File: src/rtl/vga_balayage.sv
// vga_balayage: VGA raster timing, palette-to-RGB mapping and gravity pulse
// generation for the falling-brick game.
//
// Ports:
//   clk          system clock
//   reset        asynchronous active-low reset (0 = reset)
//   Couleur      5-bit palette code for the current hpos/vpos (from draw logic)
//   test_pattern colour-bar select (only with VGA_BALAYAGE_TEST_PATTERN_EN)
//   hpos, vpos   11-bit raster counters, 0 at start of hsync / vsync
//   hsync, vsync active-low sync, registered one clk behind hpos/vpos
//   red/green/blue  3-3-2 pixel colour, registered, zero outside active window
//   pulse        one-clk gravity tick every FRAMES_PER_PULSE frames
//
// Optional feature macro: VGA_BALAYAGE_TEST_PATTERN_EN adds the test_pattern
// input and an 8-bar colour pattern across the active window.
module vga_balayage #(
    parameter int unsigned PIXEL_DIV        = 2,
    parameter int unsigned H_TOTAL          = 800,
    parameter int unsigned H_PULSE          = 96,
    parameter int unsigned H_FRONT          = 16,
    parameter int unsigned H_DISPLAY        = 640,
    parameter int unsigned V_TOTAL          = 521,
    parameter int unsigned V_PULSE          = 2,
    parameter int unsigned V_FRONT          = 10,
    parameter int unsigned V_DISPLAY        = 480,
    parameter int unsigned FRAMES_PER_PULSE = 30
) (
    input  logic        clk,
    input  logic        reset,
    input  logic [4:0]  Couleur,
`ifdef VGA_BALAYAGE_TEST_PATTERN_EN
    input  logic        test_pattern,
`endif
    output logic [10:0] hpos,
    output logic [10:0] vpos,
    output logic        hsync,
    output logic        vsync,
    output logic [2:0]  red,
    output logic [2:0]  green,
    output logic [1:0]  blue,
    output logic        pulse
);

    localparam int unsigned POS_W = 11;
    localparam int unsigned DIV_W = (PIXEL_DIV > 1) ? $clog2(PIXEL_DIV) : 1;
    localparam int unsigned FRM_W = (FRAMES_PER_PULSE > 1) ? $clog2(FRAMES_PER_PULSE) : 1;

    localparam logic [DIV_W-1:0] DIV_LAST    = DIV_W'(PIXEL_DIV - 1);
    localparam logic [FRM_W-1:0] FRM_LAST    = FRM_W'(FRAMES_PER_PULSE - 1);
    localparam logic [POS_W-1:0] H_LAST      = POS_W'(H_TOTAL - 1);
    localparam logic [POS_W-1:0] V_LAST      = POS_W'(V_TOTAL - 1);
    localparam logic [POS_W-1:0] H_SYNC_END  = POS_W'(H_PULSE);
    localparam logic [POS_W-1:0] V_SYNC_END  = POS_W'(V_PULSE);
    localparam logic [POS_W-1:0] H_ACT_START = POS_W'(H_PULSE + H_FRONT);
    localparam logic [POS_W-1:0] H_ACT_END   = POS_W'(H_PULSE + H_FRONT + H_DISPLAY);
    localparam logic [POS_W-1:0] V_ACT_START = POS_W'(V_PULSE + V_FRONT);
    localparam logic [POS_W-1:0] V_ACT_END   = POS_W'(V_PULSE + V_FRONT + V_DISPLAY);

`ifdef VGA_BALAYAGE_TEST_PATTERN_EN
    localparam logic [POS_W-1:0] BAR_W = (H_DISPLAY >= 8) ? POS_W'(H_DISPLAY / 8) : POS_W'(1);
`endif

    logic [DIV_W-1:0] div_q,   div_d;
    logic [POS_W-1:0] hpos_q,  hpos_d;
    logic [POS_W-1:0] vpos_q,  vpos_d;
    logic [FRM_W-1:0] frame_q, frame_d;
    logic             hsync_q, hsync_d;
    logic             vsync_q, vsync_d;
    logic [7:0]       rgb_q,   rgb_d;
    logic             pulse_q, pulse_d;

    logic             pix_en_c;
    logic             line_end_c;
    logic             frame_end_c;
    logic             active_c;
    logic [7:0]       pixel_c;

    // Palette code to packed 3-3-2 colour.
    function automatic logic [7:0] palette(input logic [4:0] code);
        case (code)
            5'd0:    palette = 8'b111_111_11;
            5'd18:   palette = 8'b111_000_00;
            5'd9:    palette = 8'b000_111_00;
            5'd3:    palette = 8'b000_000_11;
            5'd24:   palette = 8'b101_010_00;
            default: palette = 8'b000_000_00;
        endcase
    endfunction

`ifdef VGA_BALAYAGE_TEST_PATTERN_EN
    // Colour bars left to right across the active window.
    function automatic logic [7:0] bar_colour(input logic [2:0] idx);
        case (idx)
            3'd0:    bar_colour = 8'b111_111_11;
            3'd1:    bar_colour = 8'b111_000_00;
            3'd2:    bar_colour = 8'b000_111_00;
            3'd3:    bar_colour = 8'b000_000_11;
            3'd4:    bar_colour = 8'b101_010_00;
            3'd5:    bar_colour = 8'b111_111_00;
            3'd6:    bar_colour = 8'b000_111_11;
            default: bar_colour = 8'b000_000_00;
        endcase
    endfunction

    logic [POS_W-1:0] bar_q_c;
    assign bar_q_c = (hpos_q - H_ACT_START) / BAR_W;
    assign pixel_c = test_pattern ? bar_colour(3'(bar_q_c)) : palette(Couleur);
`else
    assign pixel_c = palette(Couleur);
`endif

    // Pixel enable: last divider phase; with PIXEL_DIV=1 the divider sits at 0 = last.
    assign pix_en_c    = (div_q == DIV_LAST);
    assign line_end_c  = pix_en_c && (hpos_q == H_LAST);
    assign frame_end_c = line_end_c && (vpos_q == V_LAST);
    assign active_c    = (hpos_q >= H_ACT_START) && (hpos_q < H_ACT_END) &&
                         (vpos_q >= V_ACT_START) && (vpos_q < V_ACT_END);

    // Next-state for counters, sync, colour and pulse.
    always_comb begin
        div_d   = div_q;
        hpos_d  = hpos_q;
        vpos_d  = vpos_q;
        frame_d = frame_q;
        pulse_d = 1'b0;

        div_d = pix_en_c ? '0 : div_q + DIV_W'(1);

        if (pix_en_c) begin
            hpos_d = line_end_c ? '0 : hpos_q + POS_W'(1);
        end
        if (line_end_c) begin
            vpos_d = (vpos_q == V_LAST) ? '0 : vpos_q + POS_W'(1);
        end

        // Frame counter wraps on the pulse frame so the tick lands on the next clk.
        if (frame_end_c) begin
            if (frame_q == FRM_LAST) begin
                frame_d = '0;
                pulse_d = 1'b1;
            end else begin
                frame_d = frame_q + FRM_W'(1);
            end
        end

        // Sync and colour sample the current counters, landing one clk later.
        hsync_d = !(hpos_q < H_SYNC_END);
        vsync_d = !(vpos_q < V_SYNC_END);
        rgb_d   = active_c ? pixel_c : 8'h00;
    end

    always_ff @(posedge clk or negedge reset) begin
        if (!reset) begin
            div_q   <= '0;
            hpos_q  <= '0;
            vpos_q  <= '0;
            frame_q <= '0;
            hsync_q <= 1'b1;
            vsync_q <= 1'b1;
            rgb_q   <= 8'h00;
            pulse_q <= 1'b0;
        end else begin
            div_q   <= div_d;
            hpos_q  <= hpos_d;
            vpos_q  <= vpos_d;
            frame_q <= frame_d;
            hsync_q <= hsync_d;
            vsync_q <= vsync_d;
            rgb_q   <= rgb_d;
            pulse_q <= pulse_d;
        end
    end

    assign hpos  = hpos_q;
    assign vpos  = vpos_q;
    assign hsync = hsync_q;
    assign vsync = vsync_q;
    assign red   = rgb_q[7:5];
    assign green = rgb_q[4:2];
    assign blue  = rgb_q[1:0];
    assign pulse = pulse_q;

endmodule

File: config.mk
export PLATFORM = sky130hd
export DESIGN_NAME = vga_balayage
export DESIGN_NICKNAME = d
export VERILOG_FILES = /design/src/rtl/vga_balayage.sv
export SDC_FILE = /design/constraint.sdc
export NUM_CORES = 1
export LEC_CHECK = 0
export CAP_MARGIN = 40
export CORE_ASPECT_RATIO = 2
export CORE_MARGIN = 2
export CORE_UTILIZATION = 54
export DETAILED_ROUTE_END_ITERATION = 8
export PLACE_DENSITY = 0.84
export SETUP_SLACK_MARGIN = 0.05
export SLEW_MARGIN = 25
export SYNTH_ARGS = -nofsm -noshare
export SYNTH_HDL_FRONTEND = slang
export SYNTH_SLANG_ARGS = --single-unit
File: constraint.sdc
create_clock -name clk -period 4.3 [get_ports clk]
set_input_delay 0.645 -clock clk [delete_from_list [all_inputs] [get_ports clk]]
set_output_delay 0.645 -clock clk [all_outputs]
set_load 0.02 [all_outputs]
==> results by group <==
Timing
  – Tcrit/Tclk final: between 50% and 60%
  – Relative slew slack: 60.1%
  – Fin crit period: ~2400 ps
  – Actual slew at the worst max-slew pin: 599 ps
  – Setup-failing EPs final: 0
  – Setup TNS: 0 ps
  – RSZ-0062 raised after global routing: no
  – Max-slew violation count: 0
  – Hold Fails Final Rpt: 0
  – Fmax achieved: between 400 and 500 MHz
  – Clock Skews: roughly 7.6 ps

Route
  – DRT Wirelength: about 3800 µm
  – Initial DRC count: 17
  – DRT antenna net count: 0
  – DRC: 0
  – DR WL/cell: 14.9 µm
  – DR pass1 iterations: 4
  – DR vias/cell: approximately 5.9
  – DR vias: roughly 1500

Final layout
  – Multi-input logic area: 886 µm²
  – Fraction of layout cells with a size suffix above 1: 7.56%
  – Antenna diodes: 0
  – # fillers: approximately 250
  – Area grow syn2layout: 24.2%
  – Nets@finish: ~240
  – Final core occ: about 69%
  – Register area: approximately 900 µm²

Global routing
  – Largest net degree at the start of global routing: 37
  – Congestion Overflow GR: 0
  – GRT Total Usage: roughly 22%
  – First-pass GRT wire length: 6490 µm
  – Vias in the first global route: around 1500
  – Antenna violations before repair: 0

Critical path
  – End point of the critical path: frame_q[4]$_DFFE_PN0P_
  – Crit Reg-Reg Endpoint: frame_q[4]$_DFFE_PN0P_
  – CP Launch Point: hpos[0]$_DFFE_PN0P_
  – WP data required: 4490 ps
  – Largest fanout on the critical path: 16
  – Reg-to-reg startpoint: hpos[0]$_DFFE_PN0P_
  – Reg2Reg Setup Slack: around 1900 ps
  – Critical Path Source Type: register
  – Setup crit end kind: register
  – Crit path DAT: approximately 2600 ps
  – Reg2reg path depth: 5
  – Critical setup path kind: reg -> reg

Yosys
  – Area contributors post-synth: dfrtp_1 45%, xor2_1 6.0%, nand3_1 4.8%
  – Synth cell types: 44
  – Syn Inst Count: about 190
  – Post-synth EDFFs: 0
  – Post-synthesis sequential area ratio: a little under half
  – Synth Register Bits: 36
  – Avg Inst Size Synth: approximately 10 µm²
  – Ys async rst share: 100%
  – Largest area contributor in the netlist: dfrtp_1
  – Most used DFF post-synth: dfrtp_1
  – Top post-synthesis cells by count: 34 x dfrtp_1, 18 x nand3_1, 16 x nor2_1
  – Post-Synthesis Cell Area: approximately 1900 µm²
  – Yosys warning count: 0
  – Post-synth top area share: a little under half
  – Mapped Nets: roughly 200
  – Most frequent cell after synthesis: dfrtp_1

Floorplan
  – Die ar.: around 4000 µm²
  – IO Pins: 40
  – # rows: 30
  – Total core area: roughly 3400 µm²
  – Die height: just under 90 µm
  – Die X-Extent: between 40 and 50 µm
  – Initial core utilization: between 50% and 60%

Pwr
  – Sw Ratio: 21.5%
  – Cell Pwr Density: about 250 nW/µm²
  – Peak supply drop: around 0.25 mV
  – Clk network pwr share: between 30% and 40%
  – P_leak: between 0.9 and 1 nW
  – Sw Pwr: about 0.13 mW
  – Internal power: about 0.46 mW
  – Sequential Power Share: between 50% and 60%
  – Fraction of power consumed by combinational cells: approximately 3.8%
  – Total chip power: 0.583 mW

Flow run
  – # Max-Cap Violations: 0

Worst hold path
  – Hold depth: 1
  – Worst hold path type: reg -> reg

Clock tree
  – Sink Count: 36
  – Clk Latency, worst-skew pair: slightly below 300 ps
  – CTS tree: built
  – Root buffer cell: clkbuf_8
  – Max clock buf depth: 2
  – Htree depth: 2
  – Hold_buf cts: 0
  – CTS Buf Count: 5
  – Cts repair resizes: 0
  – Reg clk slew, reported paths: roughly 70 ps
  – Setup repair bufs after CTS: 0

Placed design
  – IO Port Bufs: 39
  – Post-DP HPWL: 2720 µm
  – GPL Wtd Cong: ~0.84

Outcome
  – Status: completed
[cells by family after synthesis]
kind of cell / Yosys count / synth area share [%]
simple gates: 80 / 23.4
mux: 2 / 1.13
xor+xnor: 17 / 7.88
compound gates: 26 / 10.2
buf+inv: 22 / 5.63
flops: 36 / 47.8
fa+ha+maj: 6 / 3.97
[worst max-delay path, stage by stage, from the launching register on]
cell and delay [ps]:
dfrtp_1 400, ha_1 190, nand2_1 170, or4b_1 850
or3_1 480, o31ai_2 190
[layout make-up]
type	count	share of cell area, %
Clock buffer	6	3.09
Clock inverter	1	0.213
Sequential cell	36	38.5
Timing Repair Buffer	41	17.2
Multi-Input combinational cell	131	37.7
Inverter	10	1.60
Tap cell	32	1.71
[worst min path at each step]
stage	start	slack, ps	to
final	frame_q[3]$_DFFE_PN0P_	520	frame_q[3]$_DFFE_PN0P_
after global routing	vpos[10]$_DFFE_PN0N_	540	vpos[10]$_DFFE_PN0N_
after CTS	frame_q[3]$_DFFE_PN0P_	510	frame_q[3]$_DFFE_PN0P_
after detailed placement	frame_q[3]$_DFFE_PN0P_	500	frame_q[3]$_DFFE_PN0P_
after global placement	frame_q[3]$_DFFE_PN0P_	490	frame_q[3]$_DFFE_PN0P_
after floorplan	reset	350	div_q$_DFF_PN0_
[placed cells by master, fill, tap and decap left out, drive strengths merged, types with 2 or more instances in the layout]
| cell | count |
|---|---|
| a21oi | 5 |
| buf | 2 |
| clkbuf | 6 |
| clkdlybuf4s50 | 39 |
| dfrtp | 34 |
| dfstp | 2 |
| ha | 6 |
| inv | 10 |
| nand2 | 7 |
| nand3 | 18 |
| nand4 | 6 |
| nor2 | 16 |
| nor2b | 3 |
| nor3 | 13 |
| nor4 | 5 |
| nor4b | 2 |
| o21ai | 8 |
| o31ai | 4 |
| o41ai | 2 |
| or3 | 3 |
| xnor2 | 4 |
| xor2 | 13 |
[power groups by stage]
stage,sequential (mW),combinational (mW),clock [mW]
after floorplan,0.345,0.00854,0
after global placement,0.345,0.0220,0
after detailed placement,0.345,0.0224,0
after CTS,0.339,0.0227,0.230
after global routing,0.338,0.0252,0.241
final,0.339,0.0219,0.223
[per-layer routing]
| layer | part of all wire (%) | wire length (µm) | track usage, % | vias up |
|---|---|---|---|---|
| li1 | - | - | - | 737 |
| met1 | 40 | 1530 | 25.0 | 725 |
| met2 | 54 | 2070 | 36.2 | 37 |
| met3 | 3.4 | 131 | 5.98 | 12 |
| met4 | 2.3 | 89 | 11.7 | 0 |
| met5 | 0 | 0 | 0 | - |
[sequential cells by signal, indices dropped and copies added, names as in the netlist]
register / cells
frame_q: 5
vpos: 11
rgb_q: 5
hsync: 1
vsync: 1
hpos: 11
pulse: 1
div_q: 1
[stage by stage]
step,hold WS [ps],cells,instance area [µm²],setup WS [ps]
floorplan,349,189,1890,2110
CTS,515,257,2350,1910
detailed placement,503,250,2270,1940
finish,515,257,2350,1920
global route,539,257,2350,1750
global placement,494,249,2260,1990
(Power assumes the default switching activity.)
